$ cat src/rtl/axil_cmd_pkg.sv
// Shared definitions for axil_cmd_master: FSM state encoding and AXI response codes.
package axil_cmd_pkg;

  typedef enum logic [2:0] {
    IDLE    = 3'd0,
    WR_REQ  = 3'd1,
    WR_RESP = 3'd2,
    RD_REQ  = 3'd3,
    RD_DATA = 3'd4
  } state_t;

  localparam logic [1:0] OKAY   = 2'b00;
  localparam logic [1:0] EXOKAY = 2'b01;
  localparam logic [1:0] SLVERR = 2'b10;
  localparam logic [1:0] DECERR = 2'b11;

endpackage

$ cat src/rtl/axil_cmd_master.sv
// Single-command AXI4-Lite master: accepts one read/write command, runs the AXI transaction, strobes the response.
// Optional macro AXIL_CMD_ERR_EN adds o_rsp_err (bresp[1]/rresp[1] captured with the response strobe).
module axil_cmd_master
  import axil_cmd_pkg::*;
#(
  parameter logic [31:0] BASE_ADDR = 32'h0000_0000,
  parameter int unsigned CMD_AW    = 4
) (
  input  logic              clk,
  input  logic              rst,
  input  logic              i_valid,
  input  logic              i_write,
  input  logic [31:0]       i_data,
  input  logic [CMD_AW-1:0] i_addr,
  output logic              o_cmd_busy,
  output logic              o_rsp_stb,
  output logic [31:0]       o_rsp_word,
`ifdef AXIL_CMD_ERR_EN
  output logic              o_rsp_err,
`endif
  output logic              m_awvalid,
  input  logic              m_awready,
  output logic [31:0]       m_awaddr,
  output logic              m_wvalid,
  input  logic              m_wready,
  output logic [31:0]       m_wdata,
  output logic [3:0]        m_wstrb,
  input  logic              m_bvalid,
  output logic              m_bready,
  input  logic [1:0]        m_bresp,
  output logic              m_arvalid,
  input  logic              m_arready,
  output logic [31:0]       m_araddr,
  input  logic              m_rvalid,
  output logic              m_rready,
  input  logic [31:0]       m_rdata,
  input  logic [1:0]        m_rresp
);

  state_t      r_state;
  logic        r_busy;
  logic        r_stb;
  logic        r_awvalid;
  logic        r_wvalid;
  logic        r_bready;
  logic        r_arvalid;
  logic        r_rready;
  logic [31:0] r_addr;
  logic [31:0] r_wdata;
  logic [31:0] r_rsp_word;
  logic [31:0] w_addr;
  logic        w_accept;
  logic        w_aw_done;
  logic        w_w_done;

  // Word index to byte address; the 32-bit add wraps silently.
  assign w_addr    = BASE_ADDR + 32'({i_addr, 2'b00});
  assign w_accept  = i_valid && !r_busy;
  assign w_aw_done = !r_awvalid || m_awready;
  assign w_w_done  = !r_wvalid  || m_wready;

`ifdef AXIL_CMD_ERR_EN
  logic r_err;
  logic w_unused_resp;
  assign w_unused_resp = ^{m_bresp[0], m_rresp[0]};
  assign o_rsp_err     = r_err;
`else
  logic w_unused_resp;
  assign w_unused_resp = ^{m_bresp, m_rresp};
`endif

  always_ff @(posedge clk or negedge rst) begin
    if (!rst) begin
      r_state    <= IDLE;
      r_busy     <= 1'b0;
      r_stb      <= 1'b0;
      r_awvalid  <= 1'b0;
      r_wvalid   <= 1'b0;
      r_bready   <= 1'b0;
      r_arvalid  <= 1'b0;
      r_rready   <= 1'b0;
      r_addr     <= '0;
      r_wdata    <= '0;
      r_rsp_word <= '0;
`ifdef AXIL_CMD_ERR_EN
      r_err      <= 1'b0;
`endif
    end else begin
      r_stb <= 1'b0;
      case (r_state)
        IDLE: begin
          if (w_accept) begin
            r_addr  <= w_addr;
            r_wdata <= i_data;
            r_busy  <= 1'b1;
            if (i_write) begin
              r_state   <= WR_REQ;
              r_awvalid <= 1'b1;
              r_wvalid  <= 1'b1;
            end else begin
              r_state   <= RD_REQ;
              r_arvalid <= 1'b1;
            end
          end
        end
        WR_REQ: begin
          if (m_awready) r_awvalid <= 1'b0;
          if (m_wready)  r_wvalid  <= 1'b0;
          // Either channel may already be done from an earlier cycle, or finish now.
          if (w_aw_done && w_w_done) begin
            r_state  <= WR_RESP;
            r_bready <= 1'b1;
          end
        end
        WR_RESP: begin
          if (m_bvalid) begin
            r_state    <= IDLE;
            r_bready   <= 1'b0;
            r_busy     <= 1'b0;
            r_stb      <= 1'b1;
            r_rsp_word <= '0;
`ifdef AXIL_CMD_ERR_EN
            r_err      <= m_bresp[1];
`endif
          end
        end
        RD_REQ: begin
          if (m_arready) begin
            r_state   <= RD_DATA;
            r_arvalid <= 1'b0;
            r_rready  <= 1'b1;
          end
        end
        RD_DATA: begin
          if (m_rvalid) begin
            r_state    <= IDLE;
            r_rready   <= 1'b0;
            r_busy     <= 1'b0;
            r_stb      <= 1'b1;
            r_rsp_word <= m_rdata;
`ifdef AXIL_CMD_ERR_EN
            r_err      <= m_rresp[1];
`endif
          end
        end
        default: r_state <= IDLE;
      endcase
    end
  end

  assign o_cmd_busy = r_busy;
  assign o_rsp_stb  = r_stb;
  assign o_rsp_word = r_rsp_word;
  assign m_awvalid  = r_awvalid;
  assign m_awaddr   = r_addr;
  assign m_wvalid   = r_wvalid;
  assign m_wdata    = r_wdata;
  assign m_wstrb    = 4'hF;
  assign m_bready   = r_bready;
  assign m_arvalid  = r_arvalid;
  assign m_araddr   = r_addr;
  assign m_rready   = r_rready;

endmodule

$ cat config.mk
export PLATFORM = sky130hd
export DESIGN_NAME = axil_cmd_master
export DESIGN_NICKNAME = d
export VERILOG_FILES = /design/src/rtl/axil_cmd_pkg.sv /design/src/rtl/axil_cmd_master.sv
export SDC_FILE = /design/constraint.sdc
export NUM_CORES = 1
export LEC_CHECK = 0
export CORE_ASPECT_RATIO = 1.4
export CORE_MARGIN = 4
export CORE_UTILIZATION = 35
export CTS_CLUSTER_SIZE = 10
export DETAILED_ROUTE_END_ITERATION = 12
export MAX_ROUTING_LAYER = met4
export PLACE_DENSITY = 0.86
export RECOVER_POWER = 100
export SYNTH_ARGS = -nofsm -noshare
export SYNTH_HDL_FRONTEND = slang
export SYNTH_SLANG_ARGS = --single-unit
$ cat constraint.sdc
create_clock -name clk -period 2.5 [get_ports clk]
set_input_delay 0.25 -clock clk [delete_from_list [all_inputs] [get_ports clk]]
set_output_delay 0.25 -clock clk [all_outputs]
set_load 0.05 [all_outputs]
==> metrics.md <==
| Metric | Value |
|---|---|
| Status | finished clean |
| Flop-to-flop setup slack | 400 ps |
| Worst Path Max Fanout | 12 |
| ANT nets after route | 0 |
| Clock buffer count from CTS | 9 |
| Setup CP Type | reg -> reg |
| RR Endpoint | m_wdata[9] |
| Drt via density | 4.48 |
| Vias in the first global route | 2,564 |
| Static Leakage | 0.00245 µW |
| Longest Clk Path Bufs | 2 |
| Initial Util | 36.1% |
| Final Skew | 4.74 ps |
| I/O Pins | 220 |
| CTS tree | yes |
| Ys Warns | 0 |
| Post-DP HPWL | 6.89 mm |
| Hold Path Class | reg -> reg |
| Yosys reg bits | 78 |
| Slowest stage cell, crit path | or4b_1 |
| Total Die Area | 12,000 µm² |
| Initial drt markers | 59 |
| Setup TNS Final | 0 ps |
| Row count | 43 |
| Drt first pass iters | 4 |
| Final setup viols | 0 |
| Placement Setup Slack | 280 ps |
| Min Tclk post-route | 2100 ps |
| Final wirelength | 9.07 mm |
| Int Pwr | 3780 µW |
| Net count, final | 504 |
| Synth async-reset ratio | 100% |
| Yosys cell types | 32 |
| Clock share of power | 18.0% |
| Drt drc | 0 |
| Worst-path clk slew | 60 ps |
| CTS root buffer | clkbuf_16 |
| Die Ht | 128 µm |
| Worst skew pair latency | 330 ps |
| Max-slew violations | 0 |
| NetSw | 3470 µW |
| Routed vias | 2,523 |
| Initial antenna violation count | 0 |
| P&R area growth vs syn | 45.7% |
| Cell count after synthesis | 265 |
| Post-synth EDFFs | 0 |
| Avg WL per Cell | 16.1 µm |
| Worst vdd ir | 706 µV |
| Crit path DAT | 2310 ps |
| CP Capture Type | flop |
| Sequential element share of the synthesized area | 54.0% |
| Fraction of layout cells with a size suffix above 1 | 8.18% |
| Period utilisation layout | 84.1% |
| Worst slew margin | 40.9% |
| Critical Path Max Stage Delay | 630 ps |
| Fin worst setup slack | 397 ps |
| Commonest cells after routing, fill and taps aside | dlygate4sd3_1, dfrtp_1, clkdlybuf4s50_1, conb_1, a22o_1 |
| Seq pwr share | 27.6% |
| CTS sink cnt | 78 |
| GP Congestion | 0.870 |
| Setup crit end | m_wdata[9] |
| Crit path launch | o_cmd_busy |
| CP cell instances | or4b_1 -> nor2_8 -> clkbuf_1 -> mux2_1 |
| Critical Path RT | 2710 ps |
| R2R depth | 4 |
| Gr ovfl total | 0 |
| Avg Cell Area, Syn | 13.6 µm² |
| GR Util All Layers | 15.6% |
| First-pass GRT wire length | 13.9 mm |
| Post-CTS Setup Bufs | 0 |
| Reg2reg start | o_cmd_busy |
| Core Box Area | 10,000 µm² |
| H-Tree Depth | 3 |
| Reg area | 1950 µm² |
| Setup crit start kind | flop |
| Max_cap viols | 0 |
| IO Port Bufs | 155 |
| Largest net degree at the start of global routing | 38 |
| Mapped Area | 3610 µm² |
| Comb pwr share | 54.4% |
| Ant diodes | 0 |
| Fmax | 0.476 GHz |
| Final hold vios | 0 |
| Ys flop type | dfrtp_1 |
| Commonest non-fill, non-tap cell in the layout | dlygate4sd3_1 |
| Sw frac | 47.9% |
| Slew @ Worst Pin | 886 ps |
| # fillers | 891 |
| Die width | 93.9 µm |
| Multi-input logic area | 1210 µm² |
| RSZ-0062 raised after global routing | no |
| Pwr dens | 1380 nW/µm² |
-- worst min-delay path by stage --
| stage | startpoint | endpoint | slack [ps] | cells past startpoint |
|---|---|---|---|---|
| 6_report | m_wdata[29] | m_wdata[29] | 480 | 1 |
| 5_1_grt | m_wdata[17] | m_wdata[17] | 490 | 1 |
| 4_1_cts | rst | m_wdata[28] | 430 | 2 |
| 3_5_place_dp | rst | m_araddr[2] | 230 | 1 |
| 3_3_place_gp | rst | m_wdata[24] | 230 | 1 |
| 2_1_floorplan | rst | m_araddr[2] | -50 | 0 |
-- synthesized netlist by cell type, types with 3 or more instances --
cell | n | share of area [%]
dfrtp_1 | 78 | 54
buf_4 | 64 | 13
a22o_1 | 32 | 7.8
mux2_4 | 30 | 12
mux2_2 | 7 | 2.2
buf_2 | 5 | 0.69
clkbuf_1 | 5 | 0.52
nor2_1 | 4 | 0.42
nor2b_1 | 4 | 0.69
a21oi_1 | 3 | 0.42
a31oi_1 | 3 | 0.52
buf_12 | 3 | 1.7
inv_1 | 3 | 0.31
nand2_1 | 3 | 0.31
-- power by group through the flow --
stage / clock network, µW / registers, µW / logic [µW]
floorplan: 0 / 3670 / 1480
global placement: 0 / 2050 / 4340
detailed placement: 0 / 2060 / 4400
CTS: 1340 / 2050 / 4420
global route: 1400 / 2070 / 4100
finish: 1300 / 2000 / 3950
-- metrics by stage --
| step | hold WS, ps | cells | area [µm²] | util (%) | power, µW |
|---|---|---|---|---|---|
| after floorplan | -45.6 | 323 | 3830 | - | 5150 |
| after global routing | 493 | 563 | 5270 | 52.6 | 7570 |
| after CTS | 428 | 563 | 5390 | 53.9 | 7820 |
| final | 477 | 563 | 5270 | 52.6 | 7250 |
| after detailed placement | 235 | 546 | 5080 | 50.8 | 6460 |
| after global placement | 230 | 546 | 5080 | 50.8 | 6380 |
-- flip-flops by register name, indices dropped and copies added (netlist names) --
signal and flops:
o_cmd_busy 1, m_araddr 4, m_awvalid 1, m_arvalid 1, o_rsp_stb 1, r_state 3
m_wvalid 1, m_bready 1, o_rsp_word 32, m_rready 1, m_wdata 32
-- cells by family after synthesis --
| logic type | count (synthesis) | share of synthesized area, % |
|---|---|---|
| mux | 37 | 14.6 |
| compound gates | 50 | 11.3 |
| buf+inv | 80 | 16.5 |
| flops | 78 | 54.0 |
| simple gates | 18 | 3.39 |
| other cells | 2 | 0.208 |
-- area by class of cell --
class	instances	area share, %
Multi-Input combinational cell	165	23.0
Tap cell	135	3.21
Inverter	3	0.214
Sequential cell	78	37.1
Clock buffer	11	4.61
Timing Repair Buffer	166	30.8
Clock inverter	5	1.12
-- metal layers --
layer	GRT usage, %	share of wire (%)
met4	5.36	1.7
met2	28.0	57
met3	3.82	7.6
met1	16.4	34
met5	-	0
-- repair_timing --
action                                 in CTS  in global routing
endpoints found under the hold margin      35                  0
hold buffers                                1                  0
gates resized for setup                     0                  0
-- critical path, delay by kind of cell (launching register included) --
| family | cells | cell delay [ps] |
|---|---|---|
| simple gates | 2 | 910 |
| flops | 1 | 410 |
| buf+inv | 1 | 300 |
| mux | 1 | 370 |
No activity file was read; power rests on OpenSTA's default activity.
